--- src/rtl/his_equ_map_if.sv ---
// Pixel stream, histogram beat stream and remapped pixel stream of the
// histogram-equalization mapper, bundled as one port group.
interface his_equ_map_if;
    logic        img_vsync;
    logic        img_href;
    logic [7:0]  img_gray;
    logic [7:0]  pixel_level;
    logic [19:0] pixel_level_acc_num;
    logic        pixel_level_valid;
    logic        post_vsync;
    logic        post_href;
    logic [7:0]  post_gray;
    logic        lut_ready;
    logic        lut_err;

    modport master (
        output img_vsync, img_href, img_gray,
        output pixel_level, pixel_level_acc_num, pixel_level_valid,
        input  post_vsync, post_href, post_gray, lut_ready, lut_err
    );

    modport slave (
        input  img_vsync, img_href, img_gray,
        input  pixel_level, pixel_level_acc_num, pixel_level_valid,
        output post_vsync, post_href, post_gray, lut_ready, lut_err
    );
endinterface

--- src/rtl/his_equ_map.sv ---
// Builds a 256x8 equalization LUT from the cumulative histogram stream and
// remaps later frames through it; the LUT is ping-pong buffered per frame.
module his_equ_map #(
    parameter int IMG_WIDTH  = 640,
    parameter int IMG_HEIGHT = 480,
    parameter int SHIFT      = 24
) (
    input  logic         clk,
    input  logic         rst_n,
    his_equ_map_if.slave bus
);
    localparam logic [63:0] NPIX   = 64'(IMG_WIDTH) * 64'(IMG_HEIGHT);
    localparam logic [63:0] MULT64 = ((64'd255 << SHIFT) + NPIX / 64'd2) / NPIX;
    localparam logic [31:0] MULT   = MULT64[31:0];
    localparam logic [52:0] HALF   = 53'd1 << (SHIFT - 1);

    typedef enum logic {IDLE, LOAD} state_t;

    state_t      state, state_nxt;
    logic [7:0]  exp_lvl, exp_nxt;
    logic        accept, start, last, err;

    logic        s1_vld, s1_last;
    logic [7:0]  s1_level;
    logic [51:0] s1_prod;
    logic [52:0] rnd, scaled;
    logic [7:0]  map;

    logic        wr_bank, rd_bank, pending, ready, err_q, swap, vs_rise;
    logic [1:0]  vsync_d, href_d;
    logic [7:0]  gray_d1, gray_d2, lut_q;
    logic        ready_d;
    logic [7:0]  lut [512];

    // Level 0 always (re)starts a load; anything out of sequence aborts it.
    always_comb begin
        state_nxt = state;
        exp_nxt   = exp_lvl;
        accept    = 1'b0;
        start     = 1'b0;
        last      = 1'b0;
        err       = 1'b0;
        if (bus.pixel_level_valid) begin
            if (bus.pixel_level == 8'd0) begin
                accept    = 1'b1;
                start     = 1'b1;
                exp_nxt   = 8'd1;
                state_nxt = LOAD;
            end else if (state == LOAD && bus.pixel_level == exp_lvl) begin
                accept  = 1'b1;
                exp_nxt = exp_lvl + 8'd1;
                if (bus.pixel_level == 8'd255) begin
                    last      = 1'b1;
                    state_nxt = IDLE;
                end
            end else begin
                err       = 1'b1;
                state_nxt = IDLE;
            end
        end
    end

    always_ff @(posedge clk or negedge rst_n) begin
        if (!rst_n) begin
            state    <= IDLE;
            exp_lvl  <= 8'd0;
            s1_vld   <= 1'b0;
            s1_last  <= 1'b0;
            s1_level <= 8'd0;
            s1_prod  <= 52'd0;
        end else begin
            state    <= state_nxt;
            exp_lvl  <= exp_nxt;
            s1_vld   <= accept;
            s1_last  <= last;
            s1_level <= bus.pixel_level;
            s1_prod  <= {32'd0, bus.pixel_level_acc_num} * {20'd0, MULT};
        end
    end

    always_comb begin
        rnd    = {1'b0, s1_prod} + HALF;
        scaled = rnd >> SHIFT;
        map    = (|scaled[52:8]) ? 8'hFF : scaled[7:0];
    end

    // Swap only when no load is in flight, so a bank never flips under a write.
    assign vs_rise = bus.img_vsync & ~vsync_d[0];
    assign swap    = vs_rise && pending && state == IDLE && !s1_vld;

    always_ff @(posedge clk or negedge rst_n) begin
        if (!rst_n) begin
            wr_bank <= 1'b0;
            rd_bank <= 1'b0;
            pending <= 1'b0;
            ready   <= 1'b0;
            err_q   <= 1'b0;
        end else begin
            err_q <= err;
            if (swap) begin
                rd_bank <= wr_bank;
                wr_bank <= ~wr_bank;
                ready   <= 1'b1;
                pending <= 1'b0;
            end
            if (s1_vld && s1_last) pending <= 1'b1;
            // A restarted load overwrites the pending table in place.
            if (start) pending <= 1'b0;
        end
    end

    always_ff @(posedge clk or negedge rst_n) begin
        if (!rst_n) begin
            vsync_d <= 2'b00;
            href_d  <= 2'b00;
            gray_d1 <= 8'd0;
            gray_d2 <= 8'd0;
            ready_d <= 1'b0;
        end else begin
            vsync_d <= {vsync_d[0], bus.img_vsync};
            href_d  <= {href_d[0], bus.img_href};
            gray_d1 <= bus.img_gray;
            gray_d2 <= gray_d1;
            ready_d <= ready;
        end
    end

    always_ff @(posedge clk) begin
        if (s1_vld) lut[{wr_bank, s1_level}] <= map;
        lut_q <= lut[{rd_bank, gray_d1}];
    end

    assign bus.post_vsync = vsync_d[1];
    assign bus.post_href  = href_d[1];
    assign bus.post_gray  = !href_d[1] ? 8'd0 : (ready_d ? lut_q : gray_d2);
    assign bus.lut_ready  = ready;
    assign bus.lut_err    = err_q;
endmodule
--- src/flat_wrapper.sv ---
// flat-port wrapper written by rule: the top's interface ports become plain ports
module his_equ_map_flat 
#(
    parameter int IMG_WIDTH  = 640,
    parameter int IMG_HEIGHT = 480,
    parameter int SHIFT      = 24
)
  (clk, rst_n, bus_img_vsync, bus_img_href, bus_img_gray, bus_pixel_level, bus_pixel_level_acc_num, bus_pixel_level_valid, bus_post_vsync, bus_post_href, bus_post_gray, bus_lut_ready, bus_lut_err);
  his_equ_map_if bus_i ();
  input  logic clk;
  input  logic rst_n;
  input wire logic [$bits(bus_i.img_vsync)-1:0] bus_img_vsync;
  input wire logic [$bits(bus_i.img_href)-1:0] bus_img_href;
  input wire logic [$bits(bus_i.img_gray)-1:0] bus_img_gray;
  input wire logic [$bits(bus_i.pixel_level)-1:0] bus_pixel_level;
  input wire logic [$bits(bus_i.pixel_level_acc_num)-1:0] bus_pixel_level_acc_num;
  input wire logic [$bits(bus_i.pixel_level_valid)-1:0] bus_pixel_level_valid;
  output wire logic [$bits(bus_i.post_vsync)-1:0] bus_post_vsync;
  output wire logic [$bits(bus_i.post_href)-1:0] bus_post_href;
  output wire logic [$bits(bus_i.post_gray)-1:0] bus_post_gray;
  output wire logic [$bits(bus_i.lut_ready)-1:0] bus_lut_ready;
  output wire logic [$bits(bus_i.lut_err)-1:0] bus_lut_err;
  assign bus_i.img_vsync = bus_img_vsync;
  assign bus_i.img_href = bus_img_href;
  assign bus_i.img_gray = bus_img_gray;
  assign bus_i.pixel_level = bus_pixel_level;
  assign bus_i.pixel_level_acc_num = bus_pixel_level_acc_num;
  assign bus_i.pixel_level_valid = bus_pixel_level_valid;
  assign bus_post_vsync = bus_i.post_vsync;
  assign bus_post_href = bus_i.post_href;
  assign bus_post_gray = bus_i.post_gray;
  assign bus_lut_ready = bus_i.lut_ready;
  assign bus_lut_err = bus_i.lut_err;
  his_equ_map #(.IMG_WIDTH(IMG_WIDTH), .IMG_HEIGHT(IMG_HEIGHT), .SHIFT(SHIFT)) u_core (.clk(clk), .rst_n(rst_n), .bus(bus_i));
endmodule
--- config.mk ---
export PLATFORM = sky130hd
export DESIGN_NAME = his_equ_map_flat
export DESIGN_NICKNAME = d
export VERILOG_FILES = /design/src/rtl/his_equ_map_if.sv /design/src/rtl/his_equ_map.sv /design/src/flat_wrapper.sv
export SDC_FILE = /design/constraint.sdc
export NUM_CORES = 2
export LEC_CHECK = 0
export BUFFER_PORTS_ARGS = -buffer_cell sky130_fd_sc_hd__buf_2
export CORE_UTILIZATION = 45
export CTS_BUF_LIST = sky130_fd_sc_hd__clkbuf_16
export CTS_CLUSTER_DIAMETER = 50
export DETAILED_ROUTE_END_ITERATION = 10
export GPL_ROUTABILITY_DRIVEN = 0
export PLACE_DENSITY = 0.58
export SYNTH_ARGS = -nofsm -noshare
export SYNTH_HDL_FRONTEND = slang
export SYNTH_SLANG_ARGS = --single-unit
--- constraint.sdc ---
create_clock -name clk -period 11.25 [get_ports clk]
set_input_delay 0.5625 -clock clk [delete_from_list [all_inputs] [get_ports clk]]
set_output_delay 0.5625 -clock clk [all_outputs]
set_load 0.005 [all_outputs]
======== Yosys cells after proc, flatten, opt, wreduce, memory -nomap -nowiden ========
Memory sizes are Yosys's and may differ from the RTL's. A register that Yosys moved wholly into a read port is not among the register bits.
Cells that the tools add are included.
cells by class
  eq/ne operators ......................... 3
  bitwise gates (word level) .............. 4
  mux-type cells .......................... 25
  magnitude comparators ................... 0
  divide/modulo/power cells ............... 0
  multipliers ............................. 1
  reduce and logical (&&, ||, !) cells .... 12
  add/subtract/negate cells ............... 2
  shift-type cells ........................ 0
operators by type and width
  cell                    count
  $mux 8                  5
  $add 34x24->35 const B  1
  $mul 20x13->33 const B  1
  $reduce_or 21->1        1
  $mux 1                  20
  $add 8x1->8 const B     1
  $eq 8x8->1              1
  $eq 8x8->1 const B      1
  $logic_not 8->1         1
  $logic_and 1x1->1       5
  $reduce_and 2->1        2
  $ne 3x2->1 const B      1
  $not 1->1               3
  $reduce_bool 3->1       1
  $reduce_bool 2->1       1
  $and 1x1->1             1
  $logic_not 1->1         1
storage, ports and cells
  bits in writable memories ............... 4,096
  bits in latches ......................... 0
  memory bits (read-only) ................. 0
  word-level logic and storage cells ...... 64
  flip-flop bits (word level) ............. 78
  bits of input ports ..................... 41
  memories kept ........................... 1
  output and inout bits ................... 12
memories
  name        depth  bits a word  read ports  clocked after Yosys merged registers in  write ports  line               text
  u_core.lut  512    8            1           1                                        1            his_equ_map.sv:33  logic [7:0] lut [512];

======== Longest topological paths before layout ========
  word-level depth ........................ 8
  depth in mapped cells ................... 18
  mapped depth without buffers ............ 18

======== Worst setup path before layout ========
No wires, ideal clock.
  path kind ............................... register to register
  start point ............................. reg u_core.s1_prod[25]
  end point ............................... mem u_core.lut[0][0], data pin
  path slack .............................. 2.595 ns
  data arrival time ....................... 7.193 ns
  required time ........................... 9.788 ns
  period minus slack after synthesis ...... 8.655 ns
  path buffers ............................ 0
  cell stages (with the launch flop) ...... 6
  setup time .............................. 1.462 ns
  cell sequence ........................... dfrtp_1 -> and3_1 -> and3_1 -> a31oi_1 -> a41oi_1 -> or3_1
between the ends
  cells in the longest elaborated chain, start to end .. 3
ends and longest elaborated chain
  element                   line               text
  start: declaration        his_equ_map.sv:25  logic [51:0] s1_prod;
  start signal: assignment  his_equ_map.sv:77  s1_prod <= {32'd0, bus.pixel_level_acc_num} * {20'd0, MULT};
  $add 34x24->35            his_equ_map.sv:82  rnd = {1'b0, s1_prod} + HALF;
  $reduce_or 21->1          his_equ_map.sv:84  map = (|scaled[52:8]) ? 8'hFF : scaled[7:0];
  $mux 8                    his_equ_map.sv:84
  named net u_core.map[0]   his_equ_map.sv:27  logic [7:0] map;
  end: declaration          his_equ_map.sv:33
The timed path passes the listed nets, and every way through them passes these cells.

==> qor.log <==
INFO  outcome        run_status=finished, violations left
INFO  outcome        failed_checks=slew limit
INFO  logic_synthesis synth_flop_cell=sky130_fd_sc_hd__edfxtp_1
INFO  power          intPower=29.4mW
INFO  grt            gr-usage-all-layers=22.7%
INFO  cells_and_area synthToLayoutAreaGrowth=12.6%
INFO  timing         final_hold_viol_count=0
INFO  cells_and_area final_core_utilization=51.1%
INFO  critical_path  worst-endpoint-arrival=6640ps
INFO  logic_synthesis synthesis.area=0.163mm^2
INFO  clocking       root_buffer=sky130_fd_sc_hd__clkbuf_16
INFO  die            design.core.area=0.360mm^2
INFO  clocking       cts_post_setup_buffers_inserted=0
INFO  grt            first_pass_grt_wire_length=596mm
INFO  logic_synthesis postSynthAreaPerCell=22.0um^2
INFO  logic_synthesis post-synth-top-area-cell=sky130_fd_sc_hd__edfxtp_1
INFO  detailed_routing viasPerCell=6.07
INFO  placed_design  place_inst=12000
INFO  logic_synthesis ys_types=62
INFO  detailed_routing remaining_drc_errors=0
INFO  logic_synthesis yosysMostFrequentCell=sky130_fd_sc_hd__edfxtp_1
INFO  clocking       clock-sinks=4160
INFO  die            floorplan.die.width=605um
INFO  critical_path  critPathMaxFanout=74
INFO  critical_path  cp_slowest_cell=sky130_fd_sc_hd__a221oi_1
INFO  critical_path  timing.setup.critical_path_class=register to register
INFO  grt            gr-total-overflow=0
INFO  grt            antenna_violations_before_repair=10
INFO  critical_path  startpoint_type=register
INFO  power          clockPowerShare=36.5%
INFO  die            dieArea=0.365mm^2
INFO  detailed_routing drt_first_pass_iters=5
INFO  cells_and_area post_route_cells_drive_above_1_share=25.4%
INFO  detailed_routing initial_drc_count=8492
INFO  logic_synthesis synthesis.instances=7438
INFO  placed_design  portBuffers=52
INFO  power          power-per-cell-area=216mW/mm^2
INFO  critical_path  timing.critical_path.to_type=register
INFO  grt            maximum_number_of_pins_on_one_net_before_global_route_repair=216
INFO  worst_hold_path hold_path_class=input pin to async pin
INFO  cells_and_area stdcell_count=12800
INFO  power          ir_drop=0.294mV
INFO  clocking       total_clock_buffers_created_by_cts=445
INFO  timing         final.hold.worst_slack=89.3ps
INFO  power          leakage=60.4nW
INFO  timing         rsz0062_at_grt=no
INFO  die            die_height=605um
INFO  die            placementRows=220
INFO  detailed_routing vias=77800
INFO  detailed_routing routedWlPerCell=32.5um
INFO  timing         period_needed=5860ps
INFO  power          seq_power_share=50.3%
INFO  power          switching_share=26.2%
INFO  die            floorplan.io_pins=53
INFO  grt            via_count_of_the_first_global_routing_pass=80000
INFO  logic_synthesis synth_top_area_share=75.3%
INFO  logic_synthesis synth-seq-area-share=76.2%
INFO  power          power.combinational.fraction=13.2%
INFO  logic_synthesis asyncSetResetFlopFracSynth=1.35%
INFO  cells_and_area design.final.nets=7896
INFO  clocking       clkSlewWorstSetupHoldPaths=70ps
INFO  power          net_switching=10.4mW
INFO  timing         max_slew.worst_pin.slew=1610ps
INFO  clocking       clk_path_buf_depth=4
INFO  clocking       cts_hold_repair.buffers=20
INFO  timing         fin_tns_setup=0ps
INFO  logic_synthesis synth_enable_flop_cells=4096
INFO  timing         setup_violation_total_in_the_final_timing_report=0
INFO  die            floorplan.initialDensity=45.3%
INFO  placed_design  detailed_place_hpwl=245mm
INFO  critical_path  worst_setup_path_startpoint=u_core.gray_d1[0]
INFO  critical_path  worst_r2r_startpoint=u_core.gray_d1[0]
INFO  logic_synthesis post_synth_most_frequent_cells=sky130_fd_sc_hd__edfxtp_1 (4096), sky130_fd_sc_hd__mux4_2 (1125), sky130_fd_sc_hd__nor2_1 (564), sky130_fd_sc_hd__clkbuf_1 (244), sky130_fd_sc_hd__a22oi_1 (168)
INFO  critical_path  required=12030ps
INFO  detailed_routing postRouteAntennaNets=0
INFO  logic_synthesis synth_fp_nets=7660
INFO  timing         relSlewSlack=-7.17%
INFO  critical_path  cpPeakStageDelay=1120ps
INFO  detailed_routing totalWireLength=416mm
INFO  logic_synthesis postSynthRegisterBits=4160
INFO  critical_path  timing.rr.end=u_core.lut_q[7]
INFO  timing         setup_skew=49.8ps
INFO  clocking       h-tree-depth=5
INFO  critical_path  rr_worst_depth=10
INFO  run            drv_cap=0
INFO  timing         achievable-frequency=171MHz
INFO  logic_synthesis synth_top_area_cells=sky130_fd_sc_hd__edfxtp_1 (75%), sky130_fd_sc_hd__mux4_2 (16%), sky130_fd_sc_hd__nor2_1 (1.3%)
INFO  critical_path  critical_path_cell_sequence=buf_12, buf_4, mux4_2, a22o_1, a221oi_1, o22ai_1, nor3_1, o21ai_1, a221oi_1, o21ai_1
INFO  timing         layout_worst_path_cycle_share=52.1%
INFO  clocking       cts_resized=0
INFO  critical_path  register_to_register_setup_slack=5390ps
INFO  clocking       tritoncts=done
INFO  logic_synthesis yosysWarnings=0
INFO  clocking       clkLatencyLatePin=990ps
INFO  timing         slew_violations=64
## flip-flops by register name, summed over array words and instances, names as in the netlist, 2 cells and up
| name | cells |
|---|---|
| u_core.exp_lvl | 8 |
| u_core.href_d | 2 |
| u_core.gray_d1 | 8 |
| u_core.vsync_d | 2 |
| u_core.s1_level | 8 |
| u_core.lut | 4096 |
| u_core.gray_d2 | 8 |
| u_core.s1_prod | 11 |
| u_core.lut_q | 8 |
## layout by cell type, fill, tap and decap left out, types with 22 or more instances in the layout
master	count
sky130_fd_sc_hd__a21oi_1	90
sky130_fd_sc_hd__clkbuf_16	448
sky130_fd_sc_hd__a22o_1	75
sky130_fd_sc_hd__a221oi_1	76
sky130_fd_sc_hd__buf_2	51
sky130_fd_sc_hd__clkinv_2	70
sky130_fd_sc_hd__xor2_1	22
sky130_fd_sc_hd__mux4_2	1125
sky130_fd_sc_hd__nor3_1	27
sky130_fd_sc_hd__dfrtp_1	50
sky130_fd_sc_hd__bufinv_16	49
sky130_fd_sc_hd__buf_12	24
sky130_fd_sc_hd__edfxtp_1	4096
sky130_fd_sc_hd__ha_1	87
sky130_fd_sc_hd__nor2_1	562
sky130_fd_sc_hd__inv_1	211
sky130_fd_sc_hd__nand3_1	23
sky130_fd_sc_hd__fa_1	94
sky130_fd_sc_hd__mux2i_1	35
sky130_fd_sc_hd__o22ai_1	43
sky130_fd_sc_hd__clkinvlp_4	44
sky130_fd_sc_hd__clkinv_1	85
sky130_fd_sc_hd__a22oi_1	168
sky130_fd_sc_hd__nand2_1	73
sky130_fd_sc_hd__buf_4	131
## power by group through the flow
stage	registers (mW)	logic [mW]	clock network (mW)
floorplan	22.1	2.78	0
global placement	20.3	5.08	0
detailed placement	20.3	5.34	0
CTS	20.0	5.34	14.7
global route	20.0	5.72	15.3
finish	20.0	5.26	14.5
## critical path: cells and delay by family (launching register included)
family                 cells  cell delay, ps
AO/OA/AOI/OAI              6            2270
AND/OR/NAND/NOR            1             550
buffers and inverters      2            1250
flip-flops                 1             850
multiplexers               1             620
## cell type report
cell class / count / area, um^2
clock buffers: 448 / 11200
fillers: 28100 / 176000
clock inverters: 376 / 3380
inverters: 131 / 492
well taps: 4773 / 5970
flip-flops and latches: 4160 / 125000
diodes: 3 / 7.51
multi-input cells: 2710 / 36500
repair buffers: 226 / 1920
## per-stage QoR
step	cell area, um^2	setup slack, ps	power (mW)
after floorplan	163000	2590	24.9
after global placement	169000	5190	25.4
after detailed placement	169000	5220	25.7
after CTS	184000	5230	40.1
after global routing	184000	5130	41.0
final	184000	5390	39.8
## logic make-up (layout without fill, tap and decap cells)
logic type	Yosys count	count (layout)	synth area share (%)
AO/OA/AOI/OAI	539	539	2.41
multiplexers	1162	1162	15.7
adder cells (fa/ha/maj)	181	181	1.82
AND/OR/NAND/NOR	794	794	2.00
other	0	3	0
buffers and inverters	568	1181	1.63
flip-flops	4160	4160	76.2
XOR/XNOR	34	34	0.182
## worst max-delay path by stage
stage / end / slack [ps] / depth (start not counted)
after floorplan: u_core.lut[0][0] / 2590 / 5
after global placement: u_core.lut_q[7] / 5190 / 10
after detailed placement: u_core.lut_q[7] / 5220 / 10
after CTS: u_core.lut_q[7] / 5230 / 10
after global routing: u_core.lut_q[7] / 5130 / 10
final: u_core.lut_q[7] / 5390 / 10
## per-layer routing
layer,GRT usage [%],vias to the layer above,wire [um]
met5,0,-,12
met4,5.97,2,10800
met3,3.63,560,30600
met2,36.9,3040,203000
met1,32.3,42500,172000
li1,-,31700,-
No activity file was read; power rests on OpenSTA's default activity.
